File: config.mk
export PLATFORM = sky130hd
export DESIGN_NAME = cache_sys_if
export DESIGN_NICKNAME = d
export VERILOG_FILES = /design/src/rtl/cache_sys_if_pkg.sv /design/src/rtl/cache_sys_if.sv
export SDC_FILE = /design/constraint.sdc
export NUM_CORES = 1
export LEC_CHECK = 0
export CELL_PAD_IN_SITES_DETAIL_PLACEMENT = 1
export CELL_PAD_IN_SITES_GLOBAL_PLACEMENT = 2
export CORE_MARGIN = 8
export CORE_UTILIZATION = 24
export DETAILED_ROUTE_END_ITERATION = 6
export HOLD_SLACK_MARGIN = 0.05
export PLACE_DENSITY_LB_ADDON = 0.1
export SYNTH_ARGS = -nofsm -noshare
export SYNTH_HDL_FRONTEND = slang
export SYNTH_SLANG_ARGS = --single-unit
File: constraint.sdc
create_clock -name clock -period 2.3 [get_ports clock]
set_clock_uncertainty 0.1 [all_clocks]
set_input_delay 0.46 -clock clock [delete_from_list [all_inputs] [get_ports clock]]
set_output_delay 0.46 -clock clock [all_outputs]
set_load 0.02 [all_outputs]
File: src/rtl/cache_sys_if_pkg.sv
// +--------------------------------------------------------------------------+
// | cache_sys_if_pkg : shared read/write codes and state encoding for the     |
// |                    cache system-side bus interface.                       |
// | Revision 1.0                                                             |
// +--------------------------------------------------------------------------+
`default_nettype none

`ifndef RW_READ
`define RW_READ  1'b1
`endif
`ifndef RW_WRITE
`define RW_WRITE 1'b0
`endif
// The bus direction line has no third level, so the idle code parks it at write.
`ifndef RW_UNK
`define RW_UNK   1'b0
`endif

package cache_sys_if_pkg;

    typedef enum logic [1:0] {
        IDLE    = 2'd0,
        RD_BEAT = 2'd1,
        WR_BEAT = 2'd2
    } state_t;

    function automatic int byte_shift(input int data_width);
        return $clog2(data_width / 8);
    endfunction

endpackage

`default_nettype wire

File: src/rtl/cache_sys_if.sv
// +--------------------------------------------------------------------------+
// | cache_sys_if : turns cache-controller strobes into single-word memory    |
// |                beats (line fill on read miss, one write on write-through)|
// | Revision 1.0                                                             |
// +--------------------------------------------------------------------------+
`default_nettype none

module cache_sys_if
    import cache_sys_if_pkg::*;
#(
    parameter int ADDR_WIDTH = 32,
    parameter int DATA_WIDTH = 32,
    parameter int LINE_WORDS = 4,
    parameter int OFS_WIDTH  = 2
) (
    input  logic                  clock,
    input  logic                  reset,
    input  logic                  SysStrobe,
    input  logic                  SysRW,
    input  logic [ADDR_WIDTH-1:0] SysAddress,
    input  logic [DATA_WIDTH-1:0] SysWData,
    input  logic                  do_buffer_flush,
    output logic                  SysReady,
    output logic                  readup,
    output logic                  fill_valid,
    output logic [DATA_WIDTH-1:0] fill_data,
    output logic [OFS_WIDTH-1:0]  fill_offset,
    output logic                  MReq,
    output logic                  MRw,
    output logic [ADDR_WIDTH-1:0] MAddress,
    output logic [DATA_WIDTH-1:0] MWData,
    input  logic [DATA_WIDTH-1:0] MRData,
    input  logic                  MAck
);

    localparam int                    c_byte_shift = byte_shift(DATA_WIDTH);
    localparam int                    c_line_shift = OFS_WIDTH + c_byte_shift;
    localparam logic [ADDR_WIDTH-1:0] c_line_mask  =
        ~((ADDR_WIDTH'(1) << c_line_shift) - ADDR_WIDTH'(1));
    localparam logic [OFS_WIDTH-1:0]  c_last_ofs   = OFS_WIDTH'(LINE_WORDS - 1);

    state_t                r_state, w_state;
    logic [OFS_WIDTH-1:0]  r_count, w_count;
    logic [ADDR_WIDTH-1:0] r_base,  w_base;

    logic                  w_mreq, w_mrw, w_sys_ready, w_readup, w_fill_valid;
    logic [ADDR_WIDTH-1:0] w_maddr;
    logic [DATA_WIDTH-1:0] w_mwdata, w_fill_data;
    logic [OFS_WIDTH-1:0]  w_fill_offset;

    logic [OFS_WIDTH-1:0]  w_next_ofs;
    logic [ADDR_WIDTH-1:0] w_next_addr;
    logic                  w_ack;

    assign w_next_ofs  = r_count + OFS_WIDTH'(1);
    assign w_next_addr = r_base + (ADDR_WIDTH'(w_next_ofs) << c_byte_shift);
    assign w_ack       = MAck & MReq;

    always_ff @(posedge clock) begin
        if (reset) begin
            r_state     <= IDLE;
            r_count     <= '0;
            r_base      <= '0;
            MReq        <= 1'b0;
            MRw         <= `RW_UNK;
            MAddress    <= '0;
            MWData      <= '0;
            SysReady    <= 1'b0;
            readup      <= 1'b0;
            fill_valid  <= 1'b0;
            fill_data   <= '0;
            fill_offset <= '0;
        end else begin
            r_state     <= w_state;
            r_count     <= w_count;
            r_base      <= w_base;
            MReq        <= w_mreq;
            MRw         <= w_mrw;
            MAddress    <= w_maddr;
            MWData      <= w_mwdata;
            SysReady    <= w_sys_ready;
            readup      <= w_readup;
            fill_valid  <= w_fill_valid;
            fill_data   <= w_fill_data;
            fill_offset <= w_fill_offset;
        end
    end

    always_comb begin
        w_state       = r_state;
        w_count       = r_count;
        w_base        = r_base;
        w_mreq        = MReq;
        w_mrw         = MRw;
        w_maddr       = MAddress;
        w_mwdata      = MWData;
        w_sys_ready   = 1'b0;
        w_readup      = 1'b0;
        w_fill_valid  = 1'b0;
        w_fill_data   = fill_data;
        w_fill_offset = fill_offset;

        if (do_buffer_flush) begin
            w_count = '0;
        end

        case (r_state)
            IDLE: begin
                if (SysStrobe) begin
                    if (SysRW == `RW_READ) begin
                        w_base  = SysAddress & c_line_mask;
                        w_count = '0;
                        w_mreq  = 1'b1;
                        w_mrw   = `RW_READ;
                        w_maddr = SysAddress & c_line_mask;
                        w_state = RD_BEAT;
                    end else begin
                        w_mreq   = 1'b1;
                        w_mrw    = `RW_WRITE;
                        w_maddr  = SysAddress;
                        w_mwdata = SysWData;
                        w_state  = WR_BEAT;
                    end
                end
            end
            RD_BEAT: begin
                // A flush discards any beat acknowledged in the same cycle and restarts the line.
                if (do_buffer_flush) begin
                    w_maddr = r_base;
                end else if (w_ack) begin
                    w_fill_data   = MRData;
                    w_fill_offset = r_count;
                    w_fill_valid  = 1'b1;
                    if (r_count == c_last_ofs) begin
                        w_readup = 1'b1;
                        w_mreq   = 1'b0;
                        w_state  = IDLE;
                    end else begin
                        w_count = w_next_ofs;
                        w_maddr = w_next_addr;
                    end
                end
            end
            WR_BEAT: begin
                if (w_ack) begin
                    w_mreq      = 1'b0;
                    w_sys_ready = 1'b1;
                    w_state     = IDLE;
                end
            end
            default: begin
                w_mreq  = 1'b0;
                w_state = IDLE;
            end
        endcase
    end

endmodule

`default_nettype wire

---- Word-level counts from Yosys, hierarchy flattened ----
Index checks and enable logic that the tools add are counted.
cells by class
  reduce and logical (&&, ||, !) cells .... 11
  $add $sub $neg .......................... 2
  bitwise operators ....................... 6
  muxes and demuxes ....................... 29
  equal/unequal tests ..................... 10
operator list
  cell                                                                   count
  32-bit 2-to-1 mux                                                      4
  32-bit case mux with 2 select lines                                    1
  32-bit by 4-bit adder with 32-bit output                               1
  2-bit 2-to-1 mux                                                       12
  2-bit inequality test, second input constant                           5
  3-bit AND reduction                                                    3
  1-bit 2-to-1 mux                                                       8
  3-bit inequality test, second input constant                           2
  2-bit case mux with 3 select lines                                     1
  1-bit inverter                                                         5
  5-bit AND reduction                                                    1
  2-bit equality test, second input constant                             2
  4-bit 2-to-1 mux                                                       1
  2-bit case mux with 2 select lines                                     1
  4-bit AND reduction                                                    1
  4-bit OR reduction                                                     1
  1-bit case mux with 3 select lines                                     1
  3-bit OR reduction                                                     1
  2-bit by 1-bit adder with 2-bit output, second input constant          1
  2-bit by 1-bit equality test with 1-bit output, second input constant  1
  2-bit logical NOT                                                      1
  2-bit AND reduction                                                    1
  2-bit nonzero test                                                     1
  2-bit OR reduction                                                     1
  1-bit AND                                                              1
word-level totals
  word-level logic and storage cells ...... 70
  flip-flop bits (word level) ............. 135

---- Depth between registers and ports, before layout ----
Gate-level depths: netlist (run 1).
  depth in word-level cells ............... 6
  mapped depth ............................ 7
  mapped depth without buffers ............ 5

---- Least setup slack after synthesis (run 1) ----
No wires, ideal clock.
  path kind ............................... register to register
  from .................................... register r_count[0]
  to ...................................... register MAddress[13]
  arrival ................................. 1598 ps
  cell stages (with the launch flop) ...... 6
  data required time ...................... 2054 ps
  setup slack ............................. 456 ps
  buffers on the path ..................... 1
  library setup time ...................... 146 ps
  cells stage by stage .................... dfxtp_1 ha_1 nand3b_1 a311oi_4 buf_4 a211oi_2
on the way
  cells in the longest elaborated chain, start to end .. 6
  elaborated cells between the ends (all ways) .. 9
  those cells by class .................... add/sub: 2; eq/ne: 2; mux: 4; reduce/logical: 1
RTL lines
  what                                      line                 RTL
  start, declared                           cache_sys_if.sv:43   logic [OFS_WIDTH-1:0] r_count, w_count;
  start signal, assigned                    cache_sys_if.sv:75   r_count <= w_count;
  2-bit by 1-bit adder with 2-bit output    cache_sys_if.sv:55   assign w_next_ofs = r_count + OFS_WIDTH'(1);
  32-bit by 4-bit adder with 32-bit output  cache_sys_if.sv:56   assign w_next_addr = r_base + (ADDR_WIDTH'(w_next_ofs) << c_byte_shift);
  32-bit 2-to-1 mux                         cache_sys_if.sv:134  if (r_count == c_last_ofs) begin
  32-bit 2-to-1 mux                         cache_sys_if.sv:130  end else if (w_ack) begin
  32-bit 2-to-1 mux                         cache_sys_if.sv:128  if (do_buffer_flush) begin
  32-bit case mux with 2 select lines       cache_sys_if.sv:107  case (r_state)
  end signal, assigned                      cache_sys_if.sv:79   MAddress <= w_maddr;
  end, declared                             cache_sys_if.sv:30   output logic [ADDR_WIDTH-1:0] MAddress,
Parallel ways exist; a longest one is shown, timed or not. The select of a mux whose other input is x is not followed.
A chain may end at the register's enable or synchronous reset.

---- Worst setup path after layout (run 1) ----
  from .................................... register MReq
  to ...................................... output MReq
RTL lines
  what                    line                RTL
  start, declared         cache_sys_if.sv:28  output logic MReq,
  start signal, assigned  cache_sys_if.sv:77  MReq <= w_mreq;
No word-level cell between the ends.

==> flow_metrics.py, run 1 <==
metrics = {
    "outcome": {
        "outcome": "completed",
    },
    "critical_path": {
        "cp_top_family": "buffers and inverters",
        "crit_chain": "clkdlybuf4s50_1",
        "cp.arrival_ns": 1.50,
        "crit_fanout": 6,
        "startpoint_type": "register",
        "critPathKind": "register to primary output",
        "slowest_delay_ns": 0.67,
        "cp_num_buf_inv": 1,
        "crit_slowest_cell": "clkdlybuf4s50_1",
        "required_ns": 1.74,
        "worst_setup_path_end_kind": "primary output",
    },
    "synthesis": {
        "yosysUniqueCellTypes": 34,
        "synth_nets": 705,
        "syn_avg_cell_area_sq_um": 8.63,
        "synth-seq-cells": 135,
        "syn_inst": 602,
        "synth_seq_area_share": 0.520,
        "syn_area_sq_mm": 0.00520,
        "yosysWarnings": 0,
    },
    "die": {
        "start_util": 0.241,
        "die_w_um": 163,
        "fp-row-count": 54,
        "ios": 205,
        "die_h_um": 163,
        "coreArea_sq_mm": 0.0216,
        "die-area_sq_mm": 0.0266,
    },
    "clocking": {
        "cts.sinks": 135,
        "clkLatencyLatePin_ns": 0.41,
        "cts_tree": "done",
        "cts_made_buffers": 17,
        "post-cts-setup-buffers": 0,
        "clk_pin_slew_ns": 0.06,
        "cts_root_buf": "clkbuf_16",
        "htree_num_levels": 4,
        "cts_resized": 0,
        "clk_path_buf_depth": 2,
        "ctsHoldBuffers": 0,
    },
    "power": {
        "power_mw": 6.56,
        "ir_drop_v": 0.000515,
        "p_leak_nw": 3.00,
        "power_density_mw_per_mm2": 800,
    },
    "sta": {
        "finalCriticalPeriod_ns": 2.06,
        "tightest_slew_ns": 0.523,
        "slew_headroom": 0.651,
        "rsz0062_at_grt": "no",
        "setup_viol": 0,
        "finalMaxSlewViolations": 0,
        "hold_violations": 0,
        "max_freq_mhz": 485,
        "fin_ws_ns": 0.239,
        "fin_crit_sh": 0.896,
        "whs_ns": 0.356,
    },
    "global_routing": {
        "antenna_found_initial": 0,
        "grt-ovfl-total": 0,
        "grt_first_pass_wirelength_um": 28600,
        "grt_usage": 0.135,
        "grt_max_degree": 65,
        "grt_pass1_vias": 5298,
    },
    "placement": {
        "io_buffers": 204,
        "place_inst": 1053,
        "place_congestion": 0.703,
        "dpl.hpwl_um": 12900,
        "dp_slack_ns": -0.0550,
    },
    "route": {
        "drt-wirelength-per-cell_um": 16.6,
        "vias_per_cell": 4.43,
        "drtIter0Drc": 122,
        "vias": 4807,
        "firstDrtPassIters": 4,
        "drcViolationCount": 0,
        "routed_wl_um": 18000,
        "detail-route-antenna-nets": 0,
    },
    "finish": {
        "antennaDiodeCount": 0,
        "area_growth_syn_to_layout_pct": 57.8,
        "n_fill_cell": 2433,
        "multiInputGateArea_sq_mm": 0.00225,
        "layout-drive-gt1-share": 0.0983,
        "final-seq-area_sq_mm": 0.00270,
        "fin_cells": 1084,
        "final_nets": 895,
    },
    "job": {
        "cap_viol_max_count": 0,
    },
    "hold_path": {
        "hold_path_class": "register to register",
    },
}
## cells by family after synthesis
family / synth area share
simple gates: 0.196
compound gates: 0.179
flops: 0.520
buf+inv: 0.0489
mux: 0.0539
fa+ha+maj: 0.00241
## cell usage after synthesis (all sizes together)
cell / count / area (sq um)
a211oi: 31 / 368
a21oi: 97 / 485
a2bb2oi: 1 / 8.76
a311oi: 1 / 26.3
a31oi: 2 / 12.5
and2: 1 / 6.26
buf: 25 / 160
clkbuf: 22 / 82.6
dfxtp: 135 / 2700
ha: 1 / 12.5
inv: 3 / 11.3
mux2i: 28 / 280
nand2: 191 / 717
nand2b: 5 / 31.3
nand3: 4 / 20.0
nand3b: 1 / 7.51
nand4: 2 / 12.5
nor2: 37 / 149
nor3: 3 / 20.0
nor3b: 2 / 15.0
nor4b: 1 / 8.76
o21ai: 4 / 20.0
o41ai: 1 / 8.76
or2: 2 / 12.5
or3: 1 / 6.26
or3b: 1 / 11.3
## layer usage
layer | wire (um) | track usage
met1 | 7360 | 0.149
met2 | 8670 | 0.225
met3 | 1630 | 0.0595
met4 | 309 | 0.0550
met5 | 0 | 0
## flip-flops by register name (all words and copies together) (netlist names)
signal,count
MAddress,32
MWData,32
fill_data,32
r_base,28
fill_offset,2
r_count,2
r_state,2
MReq,1
MRw,1
SysReady,1
fill_valid,1
readup,1
## path summary, 6_finish.rpt
check / start / end / slack, ns / cells after the start
setup / recovery: MReq / MReq / 0.24 / 1
hold / removal: r_base[12] / r_base[12] / 0.36 / 2
setup reg to reg: r_count[0] / MAddress[24] / 0.29 / 6
hold reg to reg: r_base[12] / r_base[12] / 0.36 / 2
## cell usage in the layout, fill, tap and decap left out, types with 2 or more instances in the layout
cell type	instances
bufinv_16	5
inv_1	3
clkbuf_16	17
nand4_1	2
nor3_1	2
a21oi_1	97
a211oi_1	4
dfxtp_1	135
clkdlybuf4s50_1	203
buf_12	8
nand2_1	191
buf_4	7
clkinv_2	3
mux2i_1	28
nor3b_1	2
nand2b_1	4
a31oi_1	2
o21ai_0	3
nor2_1	35
nand3_1	4
clkinv_4	3
a211oi_2	27
## power breakdown
| group | switching, mW | internal [mW] |
|---|---|---|
| registers | 0.0834 | 2.47 |
| clock network | 1.04 | 1.95 |
| logic | 0.516 | 0.502 |
| total | 1.64 | 4.92 |
## metrics by stage
step / area [sq um] / utilization / TNS, ns
global placement: 7560 / 0.351 / -0.0744
CTS: 8200 / 0.380 / 0
floorplan: 5200 / - / 0
finish: 8200 / 0.380 / 0
global route: 8200 / 0.380 / 0
detailed placement: 7560 / 0.351 / -1.10
## layout make-up
| type | instances | share of cell area |
|---|---|---|
| clock buffers | 19 | 0.0540 |
| clock inverters | 12 | 0.0244 |
| inverters | 3 | 0.00137 |
| multi-input cells | 417 | 0.274 |
| flip-flops and latches | 135 | 0.330 |
| well taps | 280 | 0.0427 |
| repair buffers | 218 | 0.274 |
Power figures use the tool's default switching activity.
==> run 2: changes to the inputs <==
- MAX_ROUTING_LAYER: unset -> met4
- clock period: 2.3 -> 2.1 ns (I/O delays scaled with it)
==> run 2 against run 1 <==
  * Worst hold slack got worse by 0.0039 ns
  * Via count rose by 1.7%
  * Sequential share of layout area fell by 0.75 points
  * Worst setup slack got worse by 0.16 ns
  * Global-route usage rose by 0.40 points
  * Routed wire length rose by 3.0%
  * Sequential cell count did not move
  * Final area rose by 2.3%
==> flow_metrics.py, run 2 (synthesis gave the netlist of run 1 again) <==
metrics = {
    "finish": {
        "final_cell_mix": "203 x clkdlybuf4s50_1, 191 x nand2_1, 135 x dfxtp_1, 97 x a21oi_1, 35 x nor2_1",
        "largest_registers": "MAddress (32), MWData (32), fill_data (32)",
        "fin_cells": 1103,
        "final_common_cell": "clkdlybuf4s50_1",
        "area_growth_syn_to_layout_pct": 61.5,
        "layout-drive-gt1-share": 0.117,
        "final_nets": 912,
    },
    "sta": {
        "fin_crit_sh": 0.961,
        "setup_viol": 0,
        "finalCriticalPeriod_ns": 2.02,
        "finalMaxSlewViolations": 0,
        "whs_ns": 0.352,
        "slew_headroom": 0.655,
        "tightest_slew_ns": 0.517,
        "hold_violations": 0,
        "max_freq_mhz": 495,
        "fin_ws_ns": 0.0814,
    },
    "critical_path": {
        "slowest_delay_ns": 0.68,
        "cp_num_buf_inv": 1,
        "cp_top_family": "buffers and inverters",
        "startpoint_type": "register",
        "cp.arrival_ns": 1.50,
        "required_ns": 1.58,
        "critPathKind": "register to primary output",
        "crit_start": "MReq",
        "worst_setup_path_end_kind": "primary output",
        "crit-reg2reg-launch": "r_count[0]",
        "crit_fanout": 6,
        "crit_chain": "clkdlybuf4s50_1",
        "crit_slowest_cell": "clkdlybuf4s50_1",
    },
    "route": {
        "met2WireLength_um": 9060,
        "firstDrtPassIters": 7,
        "drt-wirelength-per-cell_um": 16.8,
        "dr.max_layer_used": "met4",
        "drcViolationCount": 0,
        "detail-route-antenna-nets": 0,
        "wl_met3_um": 1620,
        "vias_per_cell": 4.43,
        "wl_met1_um": 7610,
        "vias": 4891,
        "routed_wl_um": 18500,
        "drtIter0Drc": 112,
    },
    "power": {
        "p_clk_frac": 0.463,
        "power_density_mw_per_mm2": 883,
        "ir_drop_v": 0.000502,
        "p_leak_nw": 3.10,
        "comb_power_share": 0.160,
        "p_seq_frac": 0.377,
        "p_sw_frac": 0.244,
        "intPower_mw": 5.60,
        "power_switching_mw": 1.81,
    },
    "placement": {
        "dp_slack_ns": -0.248,
        "place_congestion": 0.705,
        "dpl.hpwl_um": 13300,
        "io_buffers": 204,
        "place_inst": 1067,
    },
    "clocking": {
        "htree_num_levels": 4,
        "cts.sinks": 135,
        "clk_path_buf_depth": 2,
        "cts_tree": "done",
        "cts_root_buf": "clkbuf_16",
        "clk_pin_slew_ns": 0.06,
        "cts_made_buffers": 17,
        "clkLatencyLatePin_ns": 0.41,
    },
    "job": {
        "cap_viol_max_count": 0,
    },
    "die": {
        "die_w_um": 163,
        "die-area_sq_mm": 0.0266,
        "ios": 205,
        "die_h_um": 163,
        "start_util": 0.241,
        "coreArea_sq_mm": 0.0216,
        "fp-row-count": 54,
    },
    "global_routing": {
        "grt-ovfl-total": 0,
        "grt_max_degree": 62,
        "grt_pass1_vias": 5272,
        "grt_usage": 0.139,
        "antenna_found_initial": 1,
        "grt_first_pass_wirelength_um": 28600,
    },
    "hold_path": {
        "hp-start": "r_base[21]",
        "hold_path_class": "register to register",
    },
    "outcome": {
        "outcome": "completed",
    },
}
run 2: layout make-up:
cell class	count	area, sq um
diodes	1	2.50
clock buffers	21	460
clock inverters	11	219
fillers	2445	13200
inverters	3	11.3
multi-input cells	417	2250
flip-flops and latches	135	2700
well taps	280	350
repair buffers	235	2400
run 2: worst paths after layout:
path	cells past startpoint	slack [ns]	endpoint
max	1	0.08	MReq
min	2	0.35	r_base[21]
max reg2reg	7	0.11	MAddress[16]
min reg2reg	2	0.35	r_base[21]
run 2: per-layer routing:
metal  vias to the layer above  GRT usage
met2                       134      0.225
met4                         0     0.0450
li1                       2414          -
met3                        19     0.0605
met5                         -          -
met1                      2324      0.152
run 2: power groups by stage:
stage | clock, mW | sequential (mW) | combinational (mW)
5_1_grt | 3.66 | 2.81 | 1.28
4_1_cts | 3.54 | 2.79 | 1.18
3_5_place_dp | 0 | 2.85 | 1.18
2_1_floorplan | 0 | 2.96 | 0.459
3_3_place_gp | 0 | 2.84 | 1.16
6_report | 3.43 | 2.79 | 1.19
run 2: what timing repair did:
item                                    CTS  global route
setup buffers                             0             2
hold buffers                              0             0
resized for setup                         0             3
endpoints found under the setup margin    0            24
run 2: metrics by stage:
stage	power [mW]	TNS [ns]	area, sq um	util
6_report	7.41	0	8390	0.389
4_1_cts	7.52	0	8350	0.388
2_1_floorplan	3.42	0	5200	-
5_1_grt	7.75	-0.00309	8390	0.389
3_5_place_dp	4.03	-13.53	7670	0.356
3_3_place_gp	4.00	-10.61	7670	0.356
